**src/rtl/prog_launcher_pkg.sv**
```systemverilog
// Shared types and constants for the program launcher.
package prog_launcher_pkg;

    typedef enum logic [2:0] {
        L_IDLE,
        L_LAUNCH,
        L_RUN,
        L_REPORT,
        L_FINISH
    } launcher_state_t;

    // Entry address of program 0; the core jumps here when Start is released.
    localparam int unsigned PROG_BASE = 4;

    // States in which a batch is in flight and new Go requests are ignored.
    function automatic logic isBusyState(input launcher_state_t s);
        return (s == L_LAUNCH) || (s == L_RUN) || (s == L_REPORT);
    endfunction

endpackage

```
**src/rtl/prog_launcher_if.sv**
```systemverilog
// Host/core handshake bundle of the program launcher.
//
// Handshake: Go is a level request sampled only while the launcher is not
// Busy (IDLE or FINISH); Go while Busy is dropped, never queued. Start is a
// registered level to the core, high for the hold window of each launch.
// Done is the core's halt level, sampled only in RUN. CountValid is a
// one-cycle strobe that qualifies CycleCount; AllDone and TimedOut are levels
// held until the next accepted Go.
interface prog_launcher_if #(
    parameter int NUM_PROGS = 3,
    parameter int CNT_W     = 16
) ();
    localparam int IDX_W = $clog2(NUM_PROGS) + 1;

    logic             Go;
    logic             Done;
    logic             Start;
    logic [IDX_W-1:0] ProgIdx;
    logic             Busy;
    logic [CNT_W-1:0] CycleCount;
    logic             CountValid;
    logic             TimedOut;
    logic             AllDone;

    modport master (
        input  Go, Done,
        output Start, ProgIdx, Busy, CycleCount, CountValid, TimedOut, AllDone
    );

    modport slave (
        output Go, Done,
        input  Start, ProgIdx, Busy, CycleCount, CountValid, TimedOut, AllDone
    );
endinterface

```
**src/rtl/prog_launcher_cycle_timer.sv**
```systemverilog
// Clearable up-counter with a "this is the limit-th cycle" flag.
module cycle_timer #(
    parameter int W = 16
) (
    input  logic         clk,
    input  logic         rst,
    input  logic         clear,
    input  logic         enable,
    input  logic [W-1:0] limit,
    output logic [W-1:0] count,
    output logic         hitLimit
);
    localparam logic [W-1:0] INC      = W'(1);
    localparam logic [W:0]   INC_WIDE = (W + 1)'(1);

    // Count enabled cycles; clear has priority so a new phase starts at zero.
    always_ff @(posedge clk or posedge rst) begin
        if (rst) begin
            count <= '0;
        end else if (clear) begin
            count <= '0;
        end else if (enable) begin
            count <= count + INC;
        end
    end

    // High on the cycle whose 1-based index equals limit; widened so it never wraps.
    assign hitLimit = (({1'b0, count} + INC_WIDE) == {1'b0, limit});
endmodule

```
**src/rtl/prog_launcher.sv**
```systemverilog
// Start/Done sequencer: launches programs back to back, times each one and
// aborts the batch on a hang.
module prog_launcher
    import prog_launcher_pkg::*;
#(
    parameter int NUM_PROGS  = 3,
    parameter int START_HOLD = 2,
    parameter int TIMEOUT    = 4096,
    parameter int CNT_W      = 16
) (
    input  logic              Clk,
    input  logic              Reset,
    prog_launcher_if.master   bus,
    output launcher_state_t   DbgState
);
    localparam int IDX_W = $clog2(NUM_PROGS) + 1;
    localparam logic [IDX_W-1:0] LAST_IDX  = IDX_W'(NUM_PROGS - 1);
    localparam logic [IDX_W-1:0] IDX_INC   = IDX_W'(1);
    localparam logic [CNT_W-1:0] TIMEOUT_C = CNT_W'(TIMEOUT);
    localparam logic [CNT_W-1:0] HOLD_C    = CNT_W'(START_HOLD);
    localparam logic [CNT_W-1:0] CNT_INC   = CNT_W'(1);

    if (CNT_W < $clog2(TIMEOUT + 1)) begin : g_cnt_w_check
        $error("prog_launcher: CNT_W too narrow to hold TIMEOUT");
    end
    if (CNT_W < $clog2(START_HOLD + 1)) begin : g_hold_w_check
        $error("prog_launcher: CNT_W too narrow to hold START_HOLD");
    end
    if (NUM_PROGS < 1 || START_HOLD < 1) begin : g_param_check
        $error("prog_launcher: NUM_PROGS and START_HOLD must be at least 1");
    end

    launcher_state_t  state, nextState;
    logic [CNT_W-1:0] timerCount;
    logic [CNT_W-1:0] timerLimit;
    logic             timerHit, timerClear, timerEnable;
    logic             holdDone;

    logic             nStart, nBusy, nCountValid, nTimedOut, nAllDone;
    logic [IDX_W-1:0] nProgIdx;
    logic [CNT_W-1:0] nCycleCount;

    // LAUNCH and RUN never overlap, so one timer serves both the Start hold
    // window and the RUN/timeout count; it restarts on every state change.
    assign timerLimit  = (state == L_LAUNCH) ? HOLD_C : TIMEOUT_C;
    assign timerEnable = ((state == L_LAUNCH) && bus.Start) || (state == L_RUN);
    assign timerClear  = (nextState != state);
    assign holdDone    = bus.Start && timerHit;

    cycle_timer #(.W(CNT_W)) u_timer (
        .clk      (Clk),
        .rst      (Reset),
        .clear    (timerClear),
        .enable   (timerEnable),
        .limit    (timerLimit),
        .count    (timerCount),
        .hitLimit (timerHit)
    );

    // State register.
    always_ff @(posedge Clk or posedge Reset) begin
        if (Reset) state <= L_IDLE;
        else       state <= nextState;
    end

    // Next-state logic; Done beats the timeout when both land on one cycle.
    always_comb begin
        nextState = state;
        case (state)
            L_IDLE, L_FINISH: if (bus.Go) nextState = L_LAUNCH;
            L_LAUNCH:         if (holdDone) nextState = L_RUN;
            L_RUN:            if (bus.Done || timerHit) nextState = L_REPORT;
            L_REPORT:         nextState = (bus.TimedOut || bus.ProgIdx == LAST_IDX)
                                          ? L_FINISH : L_LAUNCH;
            default:          nextState = L_IDLE;
        endcase
    end

    // Next values of the registered outputs.
    always_comb begin
        nStart      = 1'b0;
        nProgIdx    = bus.ProgIdx;
        nCycleCount = bus.CycleCount;
        nTimedOut   = bus.TimedOut;
        nBusy       = isBusyState(nextState);
        nAllDone    = (nextState == L_FINISH);
        nCountValid = (state == L_RUN) && (nextState == L_REPORT);
        case (state)
            L_IDLE, L_FINISH: begin
                if (bus.Go) begin
                    nProgIdx  = '0;
                    nTimedOut = 1'b0;
                end
            end
            L_LAUNCH: nStart = !holdDone;
            L_RUN: begin
                if (bus.Done) begin
                    nCycleCount = timerCount + CNT_INC;
                end else if (timerHit) begin
                    nCycleCount = TIMEOUT_C;
                    nTimedOut   = 1'b1;
                end
            end
            L_REPORT: if (nextState == L_LAUNCH) nProgIdx = bus.ProgIdx + IDX_INC;
            default: ;
        endcase
    end

    // Output registers; reset clears them asynchronously so Start drops at once.
    always_ff @(posedge Clk or posedge Reset) begin
        if (Reset) begin
            bus.Start      <= 1'b0;
            bus.ProgIdx    <= '0;
            bus.Busy       <= 1'b0;
            bus.CycleCount <= '0;
            bus.CountValid <= 1'b0;
            bus.TimedOut   <= 1'b0;
            bus.AllDone    <= 1'b0;
        end else begin
            bus.Start      <= nStart;
            bus.ProgIdx    <= nProgIdx;
            bus.Busy       <= nBusy;
            bus.CycleCount <= nCycleCount;
            bus.CountValid <= nCountValid;
            bus.TimedOut   <= nTimedOut;
            bus.AllDone    <= nAllDone;
        end
    end

    assign DbgState = state;
endmodule
```
**src/flat_wrapper.sv**
```systemverilog
// flat-port wrapper written by rule: the top's interface ports become plain ports
module prog_launcher_flat import prog_launcher_pkg::*;
#(
    parameter int NUM_PROGS  = 3,
    parameter int START_HOLD = 2,
    parameter int TIMEOUT    = 4096,
    parameter int CNT_W      = 16
)
  (Clk, Reset, DbgState, bus_Go, bus_Done, bus_Start, bus_ProgIdx, bus_Busy, bus_CycleCount, bus_CountValid, bus_TimedOut, bus_AllDone);
  prog_launcher_if #(.NUM_PROGS(NUM_PROGS), .CNT_W(CNT_W)) bus_i ();
  input  logic Clk;
  input  logic Reset;
  output launcher_state_t DbgState;
  input wire logic [$bits(bus_i.Go)-1:0] bus_Go;
  input wire logic [$bits(bus_i.Done)-1:0] bus_Done;
  output wire logic [$bits(bus_i.Start)-1:0] bus_Start;
  output wire logic [$bits(bus_i.ProgIdx)-1:0] bus_ProgIdx;
  output wire logic [$bits(bus_i.Busy)-1:0] bus_Busy;
  output wire logic [$bits(bus_i.CycleCount)-1:0] bus_CycleCount;
  output wire logic [$bits(bus_i.CountValid)-1:0] bus_CountValid;
  output wire logic [$bits(bus_i.TimedOut)-1:0] bus_TimedOut;
  output wire logic [$bits(bus_i.AllDone)-1:0] bus_AllDone;
  assign bus_i.Go = bus_Go;
  assign bus_i.Done = bus_Done;
  assign bus_Start = bus_i.Start;
  assign bus_ProgIdx = bus_i.ProgIdx;
  assign bus_Busy = bus_i.Busy;
  assign bus_CycleCount = bus_i.CycleCount;
  assign bus_CountValid = bus_i.CountValid;
  assign bus_TimedOut = bus_i.TimedOut;
  assign bus_AllDone = bus_i.AllDone;
  prog_launcher #(.NUM_PROGS(NUM_PROGS), .START_HOLD(START_HOLD), .TIMEOUT(TIMEOUT), .CNT_W(CNT_W)) u_core (.Clk(Clk), .Reset(Reset), .bus(bus_i), .DbgState(DbgState));
endmodule
```
**config.mk**
```make
export PLATFORM = sky130hd
export DESIGN_NAME = prog_launcher_flat
export DESIGN_NICKNAME = d
export VERILOG_FILES = /design/src/rtl/prog_launcher_pkg.sv /design/src/rtl/prog_launcher_if.sv /design/src/rtl/prog_launcher_cycle_timer.sv /design/src/rtl/prog_launcher.sv /design/src/flat_wrapper.sv
export SDC_FILE = /design/constraint.sdc
export NUM_CORES = 1
export LEC_CHECK = 0
export ABC_AREA = 1
export BUFFER_PORTS_ARGS = -buffer_cell sky130_fd_sc_hd__buf_2
export CAP_MARGIN = 20
export CORE_ASPECT_RATIO = 0.5
export CORE_UTILIZATION = 40
export CTS_CLUSTER_SIZE = 16
export DETAILED_ROUTE_END_ITERATION = 8
export PLACE_DENSITY = 0.63
export SYNTH_ARGS = -nofsm -noshare
export SYNTH_HDL_FRONTEND = slang
export SYNTH_SLANG_ARGS = --single-unit
```
**constraint.sdc**
```tcl
create_clock -name Clk -period 2.55 [get_ports Clk]
set_input_delay 0.1275 -clock Clk [delete_from_list [all_inputs] [get_ports Clk]]
set_output_delay 0.1275 -clock Clk [all_outputs]
set_load 0.02 [all_outputs]
```
# Yosys cells after proc, flatten, opt, wreduce, memory -nomap -nowiden

Cells that the tools add are included.

Bits in registers: 43
Input port bits: 4
Output and inout port bits: 27
Word-level logic and storage cells: 63

Add/sub/neg operators: 3
Equal/unequal tests: 15
Multiplexer cells: 18
Reduce and logical (&&, ||, !) cells: 18

Operator list:

| kind                                                  | count |
|---|---|
| two-way mux 16 bit                                    | 4 |
| two-way mux 3 bit                                     | 6 |
| adder 16 x 1 -> 17 bit, second input constant         | 1 |
| equality test 17 x 16 -> 1 bit                        | 1 |
| adder 16 x 1 -> 16 bit, second input constant         | 1 |
| equality test 3 x 2 -> 1 bit, second input constant   | 5 |
| two-way mux 13 bit                                    | 1 |
| case mux 3 bit (4 select lines)                       | 1 |
| nonzero test 2 bit                                    | 4 |
| equality test 3 x 1 -> 1 bit, second input constant   | 2 |
| equality test 3 bit, second input constant            | 2 |
| case mux 3 bit (2 select lines)                       | 1 |
| logical OR 1 bit                                      | 5 |
| two-way mux 1 bit                                     | 4 |
| inequality test 2 x 1 -> 1 bit, second input constant | 2 |
| inequality test 2 bit, second input constant          | 2 |
| AND reduction 4 bit                                   | 1 |
| adder 3 x 1 -> 3 bit, second input constant           | 1 |
| logical AND 1 bit                                     | 3 |
| logical NOT 3 bit                                     | 1 |
| inequality test 3 bit                                 | 1 |
| AND reduction 3 bit                                   | 1 |
| case mux 1 bit (2 select lines)                       | 1 |
| AND reduction 2 bit                                   | 1 |
| 2 further kinds                                       | 2 |

# Depth between registers and ports, before layout

Word-level depth: 9
Gate-level depth with buffers: 18
Gate-level depth less buffers: 17

# By module

Synthesis repeated with hierarchy kept, for this count alone.

Cell total of the unflattened synthesis: 428
Area total of the unflattened synthesis: 2981.6 um2

Modules (own cells, without submodules):

| module        | times used | cells each | area each (um2) | seq. area each (um2) |
|---|---|---|---|---|
| prog_launcher | 1          | 210        | 1595.3          | 675.6 |
| cycle_timer   | 1          | 218        | 1386.3          | 400.4 |

# Least setup slack after synthesis

Ideal clock, no wire load.

Path kind: register to register
Start: register u_core.u_timer.count[1]
End: register u_core.u_timer.count[2]
Setup time: 0.128 ns
Arrival: 2.021 ns
Data required time: 2.422 ns
Slack: 0.401 ns
Cell stages (with the launch flop): 18
Path buffers: 1
Period minus slack after synthesis: 2.149 ns
Cells stage by stage: dfrtp_1 > ha_1 > nand2_1 > nor2_4 > nand3_1 > nand2_2 > nand2_2 > nor2_4 > nand3_2 > nor2_4 > nand3_4 > nand2_2 > inv_2 > nand2_2 > nand2_2 > nand3_4 > buf_12 > nor2_4

Cells in the longest elaborated chain, start to end: 7
Elaborated cells between the ends (all ways): 12
Those cells by class: add/sub (2); eq/ne (2); mux (5); reduce/logical (3)

RTL lines:

| item                                                     | line                                     | RTL |
|---|---|---|
| start: declaration                                       | prog_launcher_cycle_timer.sv:10          | `output logic [W-1:0] count,` |
| start signal: assignment                                 | prog_launcher_cycle_timer.sv:23          | `count <= count + INC;` |
| adder 16 x 1 -> 17 bit (*)                               | prog_launcher_cycle_timer.sv:28          | `assign hitLimit = (({1'b0, count} + INC_WIDE) == {1'b0, limit});` |
| equality test 17 x 16 -> 1 bit (*)                       | prog_launcher_cycle_timer.sv:28          |  |
| logical OR 1 bit or logical AND 1 bit (tied branches)    | prog_launcher.sv:72, prog_launcher.sv:48 |  |
| two-way mux 3 bit, on equally long branches              | prog_launcher.sv:72, prog_launcher.sv:71 |  |
| case mux 3 bit (4 select lines) (*)                      | prog_launcher.sv:69                      | `case (state)` |
| via u_core.nextState[0]                                  | prog_launcher.sv:33                      | `launcher_state_t state, nextState;` |
| inequality test 3 bit (*)                                | prog_launcher.sv:47                      | `assign timerClear = (nextState != state);` |
| two-way mux 16 bit or nonzero test 2 bit (tied branches) | --                                       |  |

Mark *: on every way through the listed nets, which the timed path passes. The rest lies on a longest branch. The select of a mux whose other input is x is not followed.
A chain may end at the register's enable or synchronous reset.

# Worst setup path after layout

Start: register u_core.u_timer.count[0]
End: register u_core.u_timer.count[1]

Cells in the longest elaborated chain, start to end: 7
Elaborated cells between the ends (all ways): 12
Those cells by class: add/sub (2); eq/ne (2); mux (5); reduce/logical (3)

RTL lines:

| item                                                     | line |
|---|---|
| adder 16 x 1 -> 17 bit                                   | prog_launcher_cycle_timer.sv:28 |
| equality test 17 x 16 -> 1 bit                           | prog_launcher_cycle_timer.sv:28 |
| logical OR 1 bit or logical AND 1 bit (tied branches)    | prog_launcher.sv:72, prog_launcher.sv:48 |
| two-way mux 3 bit, on equally long branches              | prog_launcher.sv:72, prog_launcher.sv:71 |
| case mux 3 bit (4 select lines)                          | prog_launcher.sv:69 |
| inequality test 3 bit                                    | prog_launcher.sv:47 |
| two-way mux 16 bit or nonzero test 2 bit (tied branches) | -- |

Several ways; a longest one is shown, not always the timed one. The select of a mux whose other input is x is not followed.

==> results.yml <==
run_status:
  outcome: "finished, final reports clean"
clock_network:
  cts.clk_slew.worst_paths_ps: 60
  cts_buffers: 5
  cts_sinks: 43
  clock_latency_ps: 290
  htree_levels: 2
  root_buffer: "clkbuf_16"
  clockBufferDepth: 2
  tritoncts: "built"
critical_path:
  endpoint_kind: "register"
  required_ps: 2720
  crit_start: "u_core.u_timer.count[0]"
  path_buf_inv: 2
  r2r_start: "u_core.u_timer.count[0]"
  crit_family: "simple AND/OR/NAND/NOR gates"
  crit_type: "reg -> reg"
  cp_slowest_stage_delay_ps: 380
  r2r_slack_ps: 190
  regToRegEndpoint: "u_core.u_timer.count[1]"
  crit_arrival_ps: 2530
  worst-path-max-fanout: 6
  cp_common_cell: "nor2_4"
  crit_path_top_delay_cell: "dfrtp_1"
  worstSetupStartpointType: "register"
  path_cells: "ha_2 -> nand2_1 -> nor2_4 -> nand3_2 -> nand2_2 -> nand2_2 -> nor2_2 -> nand3_2 -> nor2_4 -> nand4_1 -> o21ai_0 -> inv_2 -> nand3_4 -> buf_6 -> nor2_4"
  reg2reg_depth: 15
sta:
  hold_viol: 0
  layout_min_cycle_time_ps: 2360
  setup_viol: 0
  worstMarginPinSlew_ps: 557
  rsz0062_at_grt: "no"
  period_share_pct: 92.6
  slew_headroom_pct: 62.9
  worst_slack_ps: 190
  max_freq_mhz: 424
  hold_slack_ps: 114
  finClkSkew_ps: 4.41
  slew_viol_final: 0
  finalSetupTns_ps: 0
power_and_ir_drop:
  p_comb_share_pct: 50.0
  power_leakage_nw: 1.43
  swShare_pct: 45.1
  clkPwrFrac_pct: 19.0
  ir_worst_vdd_v: 0.000484
  power.share.sequential_pct: 31.0
  cell_internal_pwr_mw: 1.85
  powerDensity_nw_per_um2: 1140
  power.net_switching_mw: 1.52
floorplan:
  coreArea_um2: 5730
  die_y_um: 57.8
  initial_utilization_pct: 43.4
  rows: 19
  die-width_um: 114
  ioPinCount: 31
  die_area_um2: 6560
layout:
  finalInstanceArea_um2: 2940
  antenna_cells: 0
  final_cell_count_no_fill: 436
  num-fill-cells: 540
  nets: 358
  drive_gt1_share_pct: 25.9
  syn2layout_area_growth_pct: 18.3
logic_synthesis:
  synthTopCellsByCount: "72 x nand2_1, 43 x dfrtp_1, 33 x inv_1, 33 x o21ai_0, 32 x nand3_1"
  yosys.area.top_type: "dfrtp_1"
  synth_edf_count: 0
  syn_area_um2: 2490
  synth_ff_type: "dfrtp_1"
  synthMostInstantiatedCell: "nand2_1"
  synth.area.top_cells: "dfrtp_1 43%, nand2_1 11%, nor2_4 6.8%, o21ai_0 6.6%, nand3_1 6.4%"
  syn_nets: 318
  ys_ff_latch: 43
  async_flop_share_pct: 100
  synth_cells: 311
  yosysSeqAreaShare_pct: 43.2
  synth_cell_types: 25
  yosysWarnings: 0
  synth.top_cell.area_share_pct: 43.2
  syn_avg_cell_area_um2: 8.00
flow_run:
  max_cap_viol_count: 0
routing:
  antenna_left: 0
  via_per_inst: 4.98
  wl_um: 5850
  wire_per_inst_um: 13.4
  vias: 2173
  first_pass_iters: 4
  drt_drc_violations_left: 0
  drt_iter0_drc: 223
min_path:
  hold_class: "in -> reg"
  holdPathStages: 2
  min_to: "u_core.bus.CycleCount[12]"
  min-delay-start: "bus_Done"
place:
  postPlaceCellArea_um2: 2750
  portBuffers: 30
  placedCellCount: 424
  pre_cts_slack_ps: -5.43
  place_congestion: 0.873
  place_hpwl_um: 4140
global_routing:
  grt_pass1_vias: 1955
  antenna_found_initial: 0
  grt_use_total_pct: 19.8
  grt_overflow: 0
  grt_pass1_wl_um: 9880
  grt_max_degree: 44
-- sequential cells by signal, indices dropped and copies added (netlist names), 3 cells and up --
signal	flops
u_core.DbgState	3
u_core.bus.CycleCount	16
u_core.bus.ProgIdx	3
u_core.u_timer.count	16
-- final cells by class --
class	instances	area [um^2]	area share, %
multi-input combinational	224	1230	41.9
sequential	43	1080	36.5
inverter	36	135	4.59
timing repair buffer	41	251	8.54
tap	84	105	3.57
clock buffer	6	129	4.38
clock inverter	2	12.5	0.425
-- power groups by stage --
stage                     registers, mW  logic (mW)  clock network [mW]
after global routing               1.07        1.88               0.676
after global placement             1.04        1.56                   0
after detailed placement           1.05        1.58                   0
final                              1.05        1.68               0.638
after CTS                          1.04        1.66               0.642
after floorplan                    1.04        1.26                   0
-- how the worst max path moves through the flow --
stage                                          end  slack (ps)  cells after the start
after CTS                  u_core.u_timer.count[7]         100                     15
after detailed placement  u_core.u_timer.count[15]          -5                     15
after global placement    u_core.u_timer.count[13]         150                     15
final                      u_core.u_timer.count[1]         190                     15
after global routing       u_core.u_timer.count[1]          20                     15
after floorplan            u_core.u_timer.count[2]         400                     17
-- metrics by stage --
step / power [mW] / utilization (%)
6_report: 3.37 / 51.4
2_1_floorplan: 2.30 / -
3_3_place_gp: 2.60 / 48.0
4_1_cts: 3.35 / 51.1
3_5_place_dp: 2.64 / 48.0
5_1_grt: 3.62 / 51.4
-- timing repair --
item,CTS,global route
hold endpoints to repair,34,0
cloned,0,0
pin swaps,0,1
endpoints found under the setup margin,14,16
setup buffers,2,1
hold buffers,1,0
gates resized for setup,0,3
-- layer usage --
metal / up-vias / GRT usage (%) / wire [um]
met5: - / 0 / 0
met4: 0 / 6.20 / 67
met3: 8 / 5.23 / 323
met2: 44 / 29.6 / 2520
met1: 1039 / 28.3 / 2940
li1: 1082 / - / -
-- cell usage in the layout (no fill, tap or decap), drive strengths merged --
master and n:
a21oi 4, o21a 1, nor3 2, dlygate4sd3 1
nand2 82, xor2 2, clkbuf 6, nand3 40
inv 36, clkinvlp 1, o21ai 33, clkinv 1
xnor2 1, nand4 7, dfrtp 43, o21bai 4
ha 3, a31oi 1, nor2 44, buf 40
-- kinds of logic after synthesis --
family	Yosys count	share of synthesized area, %
xor+xnor	3	1.06
simple gates	175	37.7
flops	43	43.2
buf+inv	44	7.34
compound gates	43	9.20
fa+ha+maj	3	1.51
Power figures use the tool's default switching activity.
